### src/rtl/if_fetch_queue_pkg.sv
// Purpose: shared widths, reset PC and bus payload layouts for the IF front end.
package if_fetch_queue_pkg;

  localparam int unsigned IF_TO_ID_BUS_W   = 65;
  localparam int unsigned BR_BUS_W         = 33;
  localparam logic [31:0] RESET_PC_DEFAULT = 32'h1c00_0000;

  // IF -> ID payload: {inst, pc, adef}
  typedef struct packed {
    logic [31:0] inst;
    logic [31:0] pc;
    logic        adef;
  } if_to_id_t;

  // ID -> IF branch payload: {br_valid, br_target}
  typedef struct packed {
    logic        valid;
    logic [31:0] target;
  } br_bus_t;

endpackage

### src/rtl/if_fetch_queue_fifo.sv
// Purpose: synchronous FIFO with flush, full/empty flags and occupancy count.
// Ports:
//   clk, resetn   clock, async active-low reset
//   flush         drop all entries (wins over push/pop)
//   push, din     write request and data (ignored when full unless popping)
//   pop, dout     read request (ignored when empty) and head data
//   full, empty   occupancy flags
//   count         number of stored entries
module fq_sync_fifo #(
  parameter int unsigned W     = 32,
  parameter int unsigned DEPTH = 2
) (
  input  logic                         clk,
  input  logic                         resetn,
  input  logic                         flush,
  input  logic                         push,
  input  logic [W-1:0]                 din,
  input  logic                         pop,
  output logic [W-1:0]                 dout,
  output logic                         full,
  output logic                         empty,
  output logic [$clog2(DEPTH+1)-1:0]   count
);

  localparam int unsigned AW = (DEPTH > 1) ? $clog2(DEPTH) : 1;
  localparam int unsigned CW = $clog2(DEPTH + 1);

  logic [W-1:0]  mem [DEPTH];
  logic [AW-1:0] wr_ptr;
  logic [AW-1:0] rd_ptr;
  logic          do_push;
  logic          do_pop;

  function automatic logic [AW-1:0] next_ptr(input logic [AW-1:0] p);
    return (p == AW'(DEPTH - 1)) ? '0 : p + AW'(1);
  endfunction

  assign empty   = (count == '0);
  assign full    = (count == CW'(DEPTH));
  assign do_pop  = pop & ~empty;
  // A full FIFO still accepts a write when the head leaves in the same cycle.
  assign do_push = push & (~full | do_pop);
  assign dout    = mem[rd_ptr];

  // Storage needs no reset; consumers qualify dout with empty.
  always_ff @(posedge clk) begin
    if (do_push && !flush) begin
      mem[wr_ptr] <= din;
    end
  end

  // Pointers and count.
  always_ff @(posedge clk or negedge resetn) begin
    if (!resetn) begin
      wr_ptr <= '0;
      rd_ptr <= '0;
      count  <= '0;
    end else if (flush) begin
      wr_ptr <= '0;
      rd_ptr <= '0;
      count  <= '0;
    end else begin
      if (do_push) wr_ptr <= next_ptr(wr_ptr);
      if (do_pop)  rd_ptr <= next_ptr(rd_ptr);
      count <= count + CW'(do_push) - CW'(do_pop);
    end
  end

endmodule

### src/rtl/if_fetch_queue.sv
// Purpose: pre-IF + IF front end. Issues pipelined instruction fetches on the
// SRAM-like req/addr_ok/data_ok bus, tags each request with its PC, buffers
// returned instructions for ID and cancels in-flight responses on redirect.
// Ports:
//   clk, resetn                 clock, async active-low reset
//   id_allow                    ID consumes the head entry this cycle
//   if_to_id_valid/_bus         head entry {inst, pc, adef}
//   branch_bus, id_br_stall     branch {valid, target}; taken when not stalled
//   wb_exception, ex_entry      exception flush and entry PC
//   ertn_flush, ertn_entry      ertn flush and return PC
//   inst_sram_*                 instruction SRAM request/response bus
module if_fetch_queue
  import if_fetch_queue_pkg::*;
#(
  parameter int unsigned MAX_OUTSTANDING = 2,
  parameter int unsigned IBUF_DEPTH      = 4,
  parameter logic [31:0] RESET_PC        = RESET_PC_DEFAULT
) (
  input  logic                      clk,
  input  logic                      resetn,
  input  logic                      id_allow,
  output logic                      if_to_id_valid,
  output logic [IF_TO_ID_BUS_W-1:0] if_to_id_bus,
  input  logic [BR_BUS_W-1:0]       branch_bus,
  input  logic                      id_br_stall,
  input  logic                      wb_exception,
  input  logic [31:0]               ex_entry,
  input  logic                      ertn_flush,
  input  logic [31:0]               ertn_entry,
  output logic                      inst_sram_req,
  output logic                      inst_sram_wr,
  output logic [1:0]                inst_sram_size,
  output logic [3:0]                inst_sram_wstrb,
  output logic [31:0]               inst_sram_addr,
  output logic [31:0]               inst_sram_wdata,
  input  logic                      inst_sram_addr_ok,
  input  logic                      inst_sram_data_ok,
  input  logic [31:0]               inst_sram_rdata
);

  localparam int unsigned PW = $clog2(MAX_OUTSTANDING + 1);
  localparam int unsigned QW = $clog2(IBUF_DEPTH + 1);
  localparam int unsigned SW = ((PW > QW) ? PW : QW) + 1;

  br_bus_t     br;
  logic        taken;
  logic        redirect;
  logic [31:0] redirect_pc;

  logic        run;
  logic        halt;
  logic [31:0] fetch_pc;
  logic        fetch_adef;
  logic [PW-1:0] pend_cnt;
  logic [PW-1:0] cancel_cnt;
  logic [SW-1:0] credit_used;

  logic        accept;
  logic        resp_keep;
  logic        adef_push;

  logic [31:0]   tag_pc;
  logic          tag_full;
  logic          tag_empty;
  logic [PW-1:0] tag_count;

  if_to_id_t   q_din;
  if_to_id_t   q_dout;
  logic        q_push;
  logic        q_pop;
  logic        q_full;
  logic        q_empty;
  logic [QW-1:0] q_count;

  assign br       = branch_bus;
  assign taken    = br.valid & ~id_br_stall;
  assign redirect = wb_exception | ertn_flush | taken;

  // Redirect target: exception over ertn over branch.
  always_comb begin
    redirect_pc = br.target;
    if (wb_exception) begin
      redirect_pc = ex_entry;
    end else if (ertn_flush) begin
      redirect_pc = ertn_entry;
    end
  end

  assign fetch_adef = (fetch_pc[1:0] != 2'b00);

  // Live in-flight responses plus queued entries must leave a free slot.
  assign credit_used = SW'(pend_cnt - cancel_cnt) + SW'(q_count);

  assign inst_sram_req = run & ~redirect & ~halt & ~fetch_adef
                       & (pend_cnt < PW'(MAX_OUTSTANDING))
                       & (credit_used < SW'(IBUF_DEPTH));
  assign inst_sram_addr  = fetch_pc;
  assign inst_sram_wr    = 1'b0;
  assign inst_sram_size  = 2'd2;
  assign inst_sram_wstrb = 4'd0;
  assign inst_sram_wdata = 32'd0;

  assign accept    = inst_sram_req & inst_sram_addr_ok;
  assign resp_keep = inst_sram_data_ok & ~redirect & (cancel_cnt == '0);
  // Misaligned PC: report once after all older responses have drained.
  assign adef_push = run & fetch_adef & ~redirect & ~halt
                   & (pend_cnt == '0) & (q_count < QW'(IBUF_DEPTH));

  always_comb begin
    q_din = '0;
    if (resp_keep) begin
      q_din.inst = inst_sram_rdata;
      q_din.pc   = tag_pc;
    end else begin
      q_din.pc   = fetch_pc;
      q_din.adef = 1'b1;
    end
  end

  assign q_push         = resp_keep | adef_push;
  assign if_to_id_valid = ~q_empty & ~redirect;
  assign q_pop          = if_to_id_valid & id_allow;
  assign if_to_id_bus   = q_empty ? '0 : q_dout;

  // Fetch PC, halt and request bookkeeping.
  always_ff @(posedge clk or negedge resetn) begin
    if (!resetn) begin
      run        <= 1'b0;
      halt       <= 1'b0;
      fetch_pc   <= RESET_PC;
      pend_cnt   <= '0;
      cancel_cnt <= '0;
    end else begin
      run      <= 1'b1;
      pend_cnt <= pend_cnt + PW'(accept) - PW'(inst_sram_data_ok);
      if (redirect) begin
        fetch_pc   <= redirect_pc;
        halt       <= 1'b0;
        cancel_cnt <= pend_cnt - PW'(inst_sram_data_ok);
      end else begin
        if (accept)    fetch_pc <= fetch_pc + 32'd4;
        if (adef_push) halt     <= 1'b1;
        if (inst_sram_data_ok && (cancel_cnt != '0)) begin
          cancel_cnt <= cancel_cnt - PW'(1);
        end
      end
    end
  end

  // PC tags of accepted requests, matched to in-order responses.
  fq_sync_fifo #(.W(32), .DEPTH(MAX_OUTSTANDING)) u_tag_fifo (
    .clk    (clk),
    .resetn (resetn),
    .flush  (1'b0),
    .push   (accept),
    .din    (fetch_pc),
    .pop    (inst_sram_data_ok),
    .dout   (tag_pc),
    .full   (tag_full),
    .empty  (tag_empty),
    .count  (tag_count)
  );

  // Instruction queue feeding ID.
  fq_sync_fifo #(.W(IF_TO_ID_BUS_W), .DEPTH(IBUF_DEPTH)) u_inst_queue (
    .clk    (clk),
    .resetn (resetn),
    .flush  (redirect),
    .push   (q_push),
    .din    (q_din),
    .pop    (q_pop),
    .dout   (q_dout),
    .full   (q_full),
    .empty  (q_empty),
    .count  (q_count)
  );

  a_pend_underflow: assert property (@(posedge clk) disable iff (!resetn)
    !(inst_sram_data_ok && (pend_cnt == '0)));
  a_tag_empty: assert property (@(posedge clk) disable iff (!resetn)
    !(inst_sram_data_ok && tag_empty));
  a_tag_full: assert property (@(posedge clk) disable iff (!resetn)
    !(accept && tag_full));
  a_tag_count: assert property (@(posedge clk) disable iff (!resetn)
    tag_count == pend_cnt);
  a_cancel_le_pend: assert property (@(posedge clk) disable iff (!resetn)
    cancel_cnt <= pend_cnt);
  a_queue_overflow: assert property (@(posedge clk) disable iff (!resetn)
    !(q_push && q_full && !q_pop && !redirect));

endmodule

### config.mk
export PLATFORM = sky130hd
export DESIGN_NAME = if_fetch_queue
export DESIGN_NICKNAME = d
export VERILOG_FILES = /design/src/rtl/if_fetch_queue_pkg.sv /design/src/rtl/if_fetch_queue_fifo.sv /design/src/rtl/if_fetch_queue.sv
export SDC_FILE = /design/constraint.sdc
export NUM_CORES = 1
export LEC_CHECK = 0
export ABC_AREA = 1
export CORE_ASPECT_RATIO = 2
export CORE_MARGIN = 3
export CORE_UTILIZATION = 45
export CTS_BUF_LIST = sky130_fd_sc_hd__clkbuf_8
export CTS_CLUSTER_DIAMETER = 150
export DETAILED_ROUTE_END_ITERATION = 8
export PLACE_DENSITY = 0.69
export SYNTH_ARGS = -nofsm -noshare
export SYNTH_HDL_FRONTEND = slang
export SYNTH_SLANG_ARGS = --single-unit
### constraint.sdc
create_clock -name clk -period 8.6 [get_ports clk]
set_clock_uncertainty 0.2 [all_clocks]
set_input_delay 1.29 -clock clk [delete_from_list [all_inputs] [get_ports clk]]
set_output_delay 1.29 -clock clk [all_outputs]
set_load 0.05 [all_outputs]
==> reports/qor.csv, run 1 <==
metric,value,unit
outcome,finished clean,
row count,101,
post-layout min period,5817,ps
slew at the pin closest to its max-slew limit,1143,ps
clock power share,0.293,
relative slew slack,0.2379,
clock transition at the registers of the reported paths,70,ps
synth unique cells,38,
Final nets,2104,
"Hold Violations, Final",0,
P_int,2.959,mW
R2R Setup Slk,5200,ps
Root Driver,clkbuf_8,
initial antenna violation count,1,
WP data required,7110,ps
vias in the first global route,13000,
CTS-repair resized insts,0,
Hold WC Path Type,register to register,
detailed-route via count,12880,
# H-tree levels,2,
unrepaired setup endpoints after global routing,false,
GRT Util Overall,0.2037,
CP arrival,4330,ps
filler cell count,3374,
Layout area overhead,19.96,%
reg-to-reg critical path startpoint,cancel_cnt[1],
die area,0.04142,mm²
critical path capture point type,primary output,
global route overflow,0,
io pins,275,
DRT Pass-1 Iters,5,
CTS tree,yes,
Net Sw Power,1.285,mW
Place WS,2292,ps
Die W,145.4,µm
post-CTS setup buffers,0,
area of the core,0.03816,mm²
drt total wl,43600,µm
max cap viols,0,
Crit. Startpoint,u_inst_queue.rd_ptr[0],
mapped cell area,0.01749,mm²
area taken by multi-input logic gates,0.005584,mm²
dominant synthesized flop cell,edfxtp_1,
first-pass GRT wire length,67050,µm
sw frac,0.3027,
startpoint types,register,
clk buf depth,3,
port bufs,235,
most frequent cells in the layout,"nor2_1 (409), edfxtp_1 (324), nand2_1 (237), clkdlybuf4s50_1 (234), o21ai_0 (185)",
detailed-route DRC error count,0,
CP Max Fanout,97,
DR iter-0 viols,617,
GPL Wtd Cong,0.8914,
Syn. warnings,0,
setup TNS,0,ps
Comb power frac,0.196,
Reg power frac,0.511,
Routed Antenna Nets,0,
Final Cycle Share,0.6764,
"commonest non-fill, non-tap cell in the layout",nor2_1,
vias per cell,5.150,
Sink Count,373,
Mapped Avg Cell Area,10.05,µm²
Setup WS post-layout,2783,ps
worst-skew pair later-pin latency,570,ps
layout cells sized above 1,0.08468,
PwrDens,202.2,mW/mm²
"Hold-fix buffers, CTS",0,
Final HPWL DP,28140,µm
WL per Instance,17.44,µm
worst vdd ir,0.1001,mV
TritonCTS buffer count,48,
post-synthesis sequential area ratio,0.6265,
# setup viols final,0,
FF+latch area,0.01096,mm²
Pleak,7.845,nW
largest net degree at the start of global routing,98,
max-slew violation count,0,
die height,284.8,µm
Mapped Cells,1740,
WS Path Type,register to primary output,
#FFs+latches synth,373,
min-delay src,halt,
Post-synth EDFFs,324,
starting density of the core,0.4583,
f_max,171.9,MHz
"Async S/R FF share, synth",0.1314,
==> state kept, by name (all words and copies together) (netlist names), 2 cells and up <==
name and count:
u_tag_fifo.count 2, pend_cnt 2, u_inst_queue.count 3, u_inst_queue.rd_ptr 2, cancel_cnt 2, u_inst_queue.mem 260
inst_sram_addr 32, u_tag_fifo.mem 64, u_inst_queue.wr_ptr 2
==> layer usage <==
layer,GRT usage,part of all wire,vias to the layer above
li1,-,-,6237
met1,0.2076,0.35,6026
met2,0.3915,0.54,495
met3,0.03276,0.062,118
met4,0.1101,0.047,0
met5,0,0,-
==> cells in the mapped netlist, types with 8 or more instances <==
cell / n / area share
buf_6: 9 / 0.0058
ha_1: 16 / 0.011
clkbuf_1: 49 / 0.011
nor2_1: 415 / 0.089
nor2_2: 31 / 0.011
nand3_1: 80 / 0.023
buf_4: 40 / 0.017
nand2_1: 237 / 0.051
buf_1: 8 / 0.0017
a21oi_1: 84 / 0.024
buf_2: 26 / 0.0074
inv_1: 98 / 0.021
o21ai_0: 185 / 0.053
o31ai_2: 25 / 0.018
xor2_1: 10 / 0.0050
dfrtp_1: 46 / 0.066
o31ai_1: 13 / 0.0056
edfxtp_1: 324 / 0.56
==> cells by family after synthesis <==
logic type,after synthesis,share of synthesized area
adders and majority gates,18,0.01373
other,2,0.0004293
buffers and inverters,234,0.06481
and+or+nand+nor,780,0.1823
AOI/OAI and AO/OA,321,0.1062
xor gates and xnor gates,12,0.006009
DFF,373,0.6265
==> worst paths after layout <==
path | to | depth (start not counted)
setup / recovery | if_to_id_bus[9] | 5
hold / removal | halt | 2
setup reg to reg | u_inst_queue.mem[3][26] | 7
hold reg to reg | halt | 2
max in group asynchronous | u_inst_queue.rd_ptr[0] | 2
min in group asynchronous | u_tag_fifo.count[1] | 2
==> critical path: stages, from the launching register on <==
cell	delay [ps]
dfrtp_4	760
clkinv_2	470
buf_4	720
o21ai_0	240
a21oi_1	510
clkdlybuf4s50_1	920
==> per-stage QoR <==
stage	hold WS, ps	cell area (µm²)	instances	utilization	total power [mW]
global route	303.3	20980	2500	0.5498	4.450
CTS	292.6	20980	2499	0.5497	4.278
global placement	271.7	20060	2414	0.5257	3.010
floorplan	250.8	17630	1778	-	2.771
detailed placement	272.5	20060	2414	0.5257	3.040
finish	290.5	20980	2500	0.5498	4.243
==> area by class of cell <==
class / count / share of cell area
flip-flops and latches: 373 / 0.5225
multi-input cells: 1171 / 0.2661
repair buffers: 253 / 0.1183
clock buffers: 49 / 0.03214
well taps: 515 / 0.03071
inverters: 102 / 0.01855
clock inverters: 36 / 0.01151
diodes: 1 / 0.0001193
==> power by group through the flow <==
stage | combinational, mW | sequential, mW | clock, mW
2_1_floorplan | 0.541 | 2.23 | 0
3_3_place_gp | 0.807 | 2.20 | 0
4_1_cts | 0.837 | 2.17 | 1.27
3_5_place_dp | 0.833 | 2.21 | 0
5_1_grt | 0.920 | 2.18 | 1.35
6_report | 0.830 | 2.17 | 1.24
Power figures use the tool's default switching activity.
==> inputs of run 2 (changes only) <==
==> constraint.sdc (replaced) <==
create_clock -name clk -period 5.69 [get_ports clk]
set_clock_uncertainty 0.2 [all_clocks]
set_input_delay 0.8535 -clock clk [delete_from_list [all_inputs] [get_ports clk]]
set_output_delay 0.8535 -clock clk [all_outputs]
set_load 0.05 [all_outputs]
==> reports/qor.csv, run 2 (same netlist as run 1, synthesis figures left out) <==
metric,value,unit,change
PwrDens,326.3,mW/mm²,+61%
unrepaired setup endpoints after global routing,false,,
layout cells sized above 1,0.09414,,+0.009464
RR Endpoint,u_tag_fifo.mem[0][11],,
detailed-route via count,12870,,-0.016%
GRT Util Overall,0.2088,,+0.005104
max cap viols,0,,unchanged
P_int,4.969,mW,+68%
max-slew violation count,0,,unchanged
die area,0.04142,mm²,unchanged
relative slew slack,0.2447,,+0.006835
Non-Filler Instances,2513,,+0.52%
setup TNS,0,ps,unchanged
critical path capture point type,primary output,,
worst vdd ir,0.1621,mV,+62%
Crit path max-delay family,buffers and inverters,,
R2R depth,12,,+5
Final nets,2111,,+0.33%
TritonCTS buffer count,51,,+6.3%
slew at the pin closest to its max-slew limit,1131,ps,-11.90 ps
DR iter-0 viols,544,,-12%
Root Driver,clkbuf_8,,
die height,284.8,µm,unchanged
worst-skew pair later-pin latency,590,ps,+20 ps
Final HPWL DP,29260,µm,+4.0%
Final Cycle Share,0.8363,,
f_max,210.1,MHz,
Sink Count,373,,unchanged
WP buf/inv,2,,-1
Layout area overhead,22.22,%,
first-pass GRT wire length,69030,µm,+3.0%
clk buf depth,3,,unchanged
WS Path Type,register to primary output,,
DRT Pass-1 Iters,5,,unchanged
# setup viols final,0,,unchanged
largest reg by FF count,u_inst_queue.mem,,
slowest CP cell,clkdlybuf4s50_1,,
Crit path depth,5,,unchanged
io pins,275,,unchanged
sw frac,0.2878,,-0.01493
Net Sw Power,2.008,mW,+56%
row count,101,,unchanged
Pleak,8.024,nW,+2.3%
GPL Wtd Cong,0.8788,,-1.4%
# H-tree levels,2,,unchanged
port bufs,235,,unchanged
most frequent cells in the layout,"nor2_1 (409), edfxtp_1 (324), nand2_1 (237), clkdlybuf4s50_1 (234), o21ai_0 (185)",,
global route overflow,0,,unchanged
WP data required,4640,ps,-2470 ps
WL per Instance,17.66,µm,+1.3%
"commonest non-fill, non-tap cell in the layout",nor2_1,,
outcome,finished clean,,
Crit. Startpoint,u_inst_queue.rd_ptr[1],,
max reg flops,260,,unchanged
CTS-repair resized insts,0,,unchanged
CP Max Fanout,54,,-44%
"Hold-fix buffers, CTS",0,,unchanged
max incr delay on CP,910,ps,about the same
drt total wl,44390,µm,+1.8%
Die W,145.4,µm,unchanged
Comb power frac,0.186,,-0.010
largest net degree at the start of global routing,101,,+3.1%
area of the core,0.03816,mm²,unchanged
post-layout min period,4759,ps,
initial antenna violation count,1,,unchanged
starting density of the core,0.4583,,unchanged
filler cell count,3354,,-0.59%
reg-to-reg critical path startpoint,pend_cnt[0],,
detailed-route DRC error count,0,,unchanged
Hold WC Path Type,input port to async pin,,
Reg power frac,0.466,,-0.045
vias in the first global route,13150,,+1.2%
clock transition at the registers of the reported paths,70,ps,about the same
CP arrival,3710,ps,-620 ps
CTS tree,yes,,
startpoint types,register,,
R2R Setup Slk,2470,ps,-2730 ps
critical-path cell list,"inv_2, nor2_1, o21ai_0, a21oi_1, clkdlybuf4s50_1",,
final core occ,0.5602,,+0.01039
"Hold Violations, Final",0,,unchanged
Routed Antenna Nets,0,,unchanged
placed cells,2418,,+0.17%
vias per cell,5.123,,-0.53%
clock power share,0.349,,+0.056
post-CTS setup buffers,0,,unchanged
==> run 2: changes by cell type in the layout (fill, tap and decap cells not counted), sizes merged <==
cell | previous run | this run
buf | 19 | 23
bufinv | 3 | 12
clkbuf | 49 | 54
clkinv | 19 | 26
clkinvlp | 4 | 0
inv | 112 | 104
==> run 2: how the worst max path moves through the flow <==
| stage | end | slack, ps |
|---|---|---|
| after floorplan | u_inst_queue.mem[0][0] | 150 |
| after global placement | inst_sram_req | 1210 |
| after detailed placement | inst_sram_req | 1200 |
| after CTS | if_to_id_bus[9] | 900 |
| after global routing | if_to_id_bus[10] | 790 |
| final | if_to_id_bus[9] | 930 |
==> run 2: layout make-up <==
cell class,instances,area [µm²],share of cell area
clock inverters,40,489.2,0.02288
well taps,515,644.4,0.03014
flip-flops and latches,373,10960,0.5128
diodes,1,2.502,0.0001170
multi-input cells,1171,5584,0.2612
repair buffers,257,2562,0.1199
clock buffers,54,743.2,0.03476
inverters,102,389.1,0.01820
==> run 2: worst reg2reg max path, cell delays in order, from the launching register on <==
cell and delay, ps:
dfrtp_1 390, inv_1 120, ha_1 160, inv_1 50, fa_1 440, ha_1 280, nand3_1 100, nand2_1 50
nand2_1 130, and3_1 220, nand3_1 160, nor2_2 120, buf_4 410
==> run 2: metrics by stage <==
step | instance area [µm²] | hold slack [ps] | worst slack, ps | total power, mW
detailed placement | 20140 | 297.7 | 1202 | 4.607
finish | 21380 | 171.9 | 931.4 | 6.977
global placement | 20140 | 279.6 | 1212 | 4.563
global route | 21380 | 202.2 | 790.5 | 7.297
CTS | 21380 | 161.6 | 897.8 | 7.050
floorplan | 17630 | 250.8 | 153.7 | 4.188
==> run 2: metal layers <==
layer / global-route usage / part of all wire
met5: 0 / 0
met4: 0.1203 / 0.051
met3: 0.03021 / 0.053
met2: 0.3993 / 0.54
met1: 0.2135 / 0.35
==> run 2: power groups by stage <==
stage	registers, mW	logic [mW]	clock network, mW
6_report	3.25	1.29	2.43
3_3_place_gp	3.30	1.26	0
4_1_cts	3.25	1.31	2.49
5_1_grt	3.26	1.44	2.59
3_5_place_dp	3.31	1.30	0
2_1_floorplan	3.37	0.818	0
==> inputs of run 3 (changes only) <==
==> constraint.sdc (replaced) <==
create_clock -name clk -period 4.8 [get_ports clk]
set_clock_uncertainty 0.2 [all_clocks]
set_input_delay 0.72 -clock clk [delete_from_list [all_inputs] [get_ports clk]]
set_output_delay 0.72 -clock clk [all_outputs]
set_load 0.05 [all_outputs]
==> reports/qor.csv, run 3 (same netlist as run 1, synthesis figures left out) <==
metric,value,unit,change
initial antenna violation count,1,,unchanged
CP Max Fanout,98,,+81%
post-layout min period,4235,ps,
sw frac,0.2929,,+0.005101
worst vdd ir,0.1953,mV,+21%
Reg power frac,0.483,,+0.017
# setup viols final,0,,unchanged
GRT Util Overall,0.2029,,-0.005872
max cap viols,0,,unchanged
io pins,275,,unchanged
WP data required,3880,ps,-760 ps
Layout area overhead,21.50,%,
FF+latch area,0.01096,mm²,unchanged
CP arrival,3310,ps,-400 ps
area taken by multi-input logic gates,0.005584,mm²,unchanged
global route overflow,0,,unchanged
CTS-repair resized insts,0,,unchanged
"Hold-fix buffers, CTS",0,,unchanged
row count,101,,unchanged
starting density of the core,0.4583,,unchanged
first-pass GRT wire length,67770,µm,-1.8%
CTS tree,yes,,
vias in the first global route,13030,,-0.89%
final core occ,0.5569,,-0.003311
startpoint types,register,,
Final Cycle Share,0.8822,,
Routed Antenna Nets,0,,unchanged
die height,284.8,µm,unchanged
RR Endpoint,u_inst_queue.count[2],,
slew at the pin closest to its max-slew limit,1102,ps,-29.11 ps
R2R Setup Slk,1460,ps,-1010 ps
reg-to-reg critical path startpoint,u_inst_queue.count[1],,
critical path capture point type,primary output,,
R2R depth,14,,+2
TritonCTS buffer count,49,,-3.9%
f_max,236.2,MHz,
Hold WC Path Type,input port to async pin,,
GPL Wtd Cong,0.9581,,+9.0%
Die W,145.4,µm,unchanged
worst-skew pair later-pin latency,580,ps,about the same
# H-tree levels,2,,unchanged
DRT Pass-1 Iters,4,,-1
layout cells sized above 1,0.08940,,-0.004739
max reg flops,260,,unchanged
WL per Instance,17.21,µm,-2.6%
detailed-route via count,12750,,-0.98%
Final nets,2110,,-0.047%
detailed-route DRC error count,0,,unchanged
drt total wl,43140,µm,-2.8%
post-CTS setup buffers,0,,unchanged
relative slew slack,0.2652,,+0.02051
most frequent cells in the layout,"nor2_1 (409), edfxtp_1 (324), nand2_1 (237), clkdlybuf4s50_1 (234), o21ai_0 (185)",,
Comb power frac,0.192,,+0.006
post-route cell area,0.02125,mm²,-0.59%
"commonest non-fill, non-tap cell in the layout",nor2_1,,
area of the core,0.03816,mm²,unchanged
port bufs,235,,unchanged
largest net degree at the start of global routing,99,,-2.0%
clock transition at the registers of the reported paths,70,ps,about the same
die area,0.04142,mm²,unchanged
unrepaired setup endpoints after global routing,false,,
Root Driver,clkbuf_8,,
"Hold Violations, Final",0,,unchanged
Pleak,7.948,nW,-0.95%
PwrDens,374.3,mW/mm²,+15%
max-slew violation count,0,,unchanged
largest reg by FF count,u_inst_queue.mem,,
DR iter-0 viols,599,,+10%
placed cell areas,0.02018,mm²,+0.16%
clk buf depth,3,,unchanged
WS Path Type,register to primary output,,
filler cell count,3287,,-2.0%
Final HPWL DP,28460,µm,-2.7%
Net Sw Power,2.330,mW,+16%
outcome,finished clean,,
clock power share,0.326,,-0.023
P_int,5.625,mW,+13%
Sink Count,373,,unchanged
vias per cell,5.085,,-0.74%
[run 3: cell count changes in the layout (fill, tap and decap cells not counted)]
cell,previous run,this run
clkinv_2,16,11
clkinv_4,1,0
clkbuf_8,54,52
buf_12,4,6
buf_4,18,17
clkinv_1,9,11
inv_1,99,101
bufinv_16,12,8
clkinvlp_4,0,1
[run 3: power by group through the flow]
stage / registers [mW] / clock network (mW) / logic [mW]
after floorplan: 3.99 / 0 / 0.970
final: 3.84 / 2.59 / 1.53
after global placement: 3.90 / 0 / 1.50
after global routing: 3.85 / 2.81 / 1.71
after detailed placement: 3.91 / 0 / 1.54
after CTS: 3.84 / 2.66 / 1.55
[run 3: worst max-delay path by stage]
stage | endpoint | cells past startpoint | startpoint | slack (ps)
after detailed placement | if_to_id_bus[21] | 5 | u_inst_queue.rd_ptr[0] | 1130
after global routing | inst_sram_req | 10 | pend_cnt[0] | 390
after global placement | if_to_id_bus[21] | 5 | u_inst_queue.rd_ptr[0] | 1180
after CTS | if_to_id_bus[21] | 5 | u_inst_queue.rd_ptr[0] | 480
after floorplan | u_inst_queue.mem[0][0] | 8 | wb_exception | -600
final | if_to_id_bus[21] | 5 | u_inst_queue.rd_ptr[0] | 570
[run 3: final cells by class]
cell class,instances,share of cell area
Antenna cell,1,0.0001177
Clock buffer,52,0.03367
Clock inverter,35,0.01684
Inverter,102,0.01831
Multi-Input combinational cell,1171,0.2627
Sequential cell,373,0.5159
Tap cell,515,0.03032
Timing Repair Buffer,258,0.1221
[run 3: metrics by stage]
| step | setup WS (ps) | hold slack, ps | instances | TNS (ps) | power (mW) |
|---|---|---|---|---|---|
| after floorplan | -602.8 | 224.4 | 1778 | -156730 | 4.965 |
| after global placement | 1178 | 267.4 | 2419 | 0 | 5.395 |
| after detailed placement | 1130 | 271.8 | 2419 | 0 | 5.448 |
| after CTS | 475.2 | 39.92 | 2506 | 0 | 8.045 |
| after global routing | 390.8 | 72.13 | 2507 | 0 | 8.370 |
| final | 565.4 | 37.40 | 2507 | 0 | 7.955 |
[run 3: critical path, stage by stage, from the launching register on]
cell and delay, ps:
dfrtp_4 490, clkinv_2 60, buf_4 650, o21ai_0 240, a21oi_1 350, clkdlybuf4s50_1 880
[run 3: per-layer routing]
layer | vias to the layer above | wire, µm | share of wire | GRT usage
met4 | 0 | 2007 | 0.047 | 0.1010
met2 | 389 | 23460 | 0.54 | 0.3907
li1 | 6239 | - | - | -
met3 | 113 | 2168 | 0.050 | 0.03419
met5 | - | 0 | 0 | 0
met1 | 6007 | 15500 | 0.36 | 0.2090
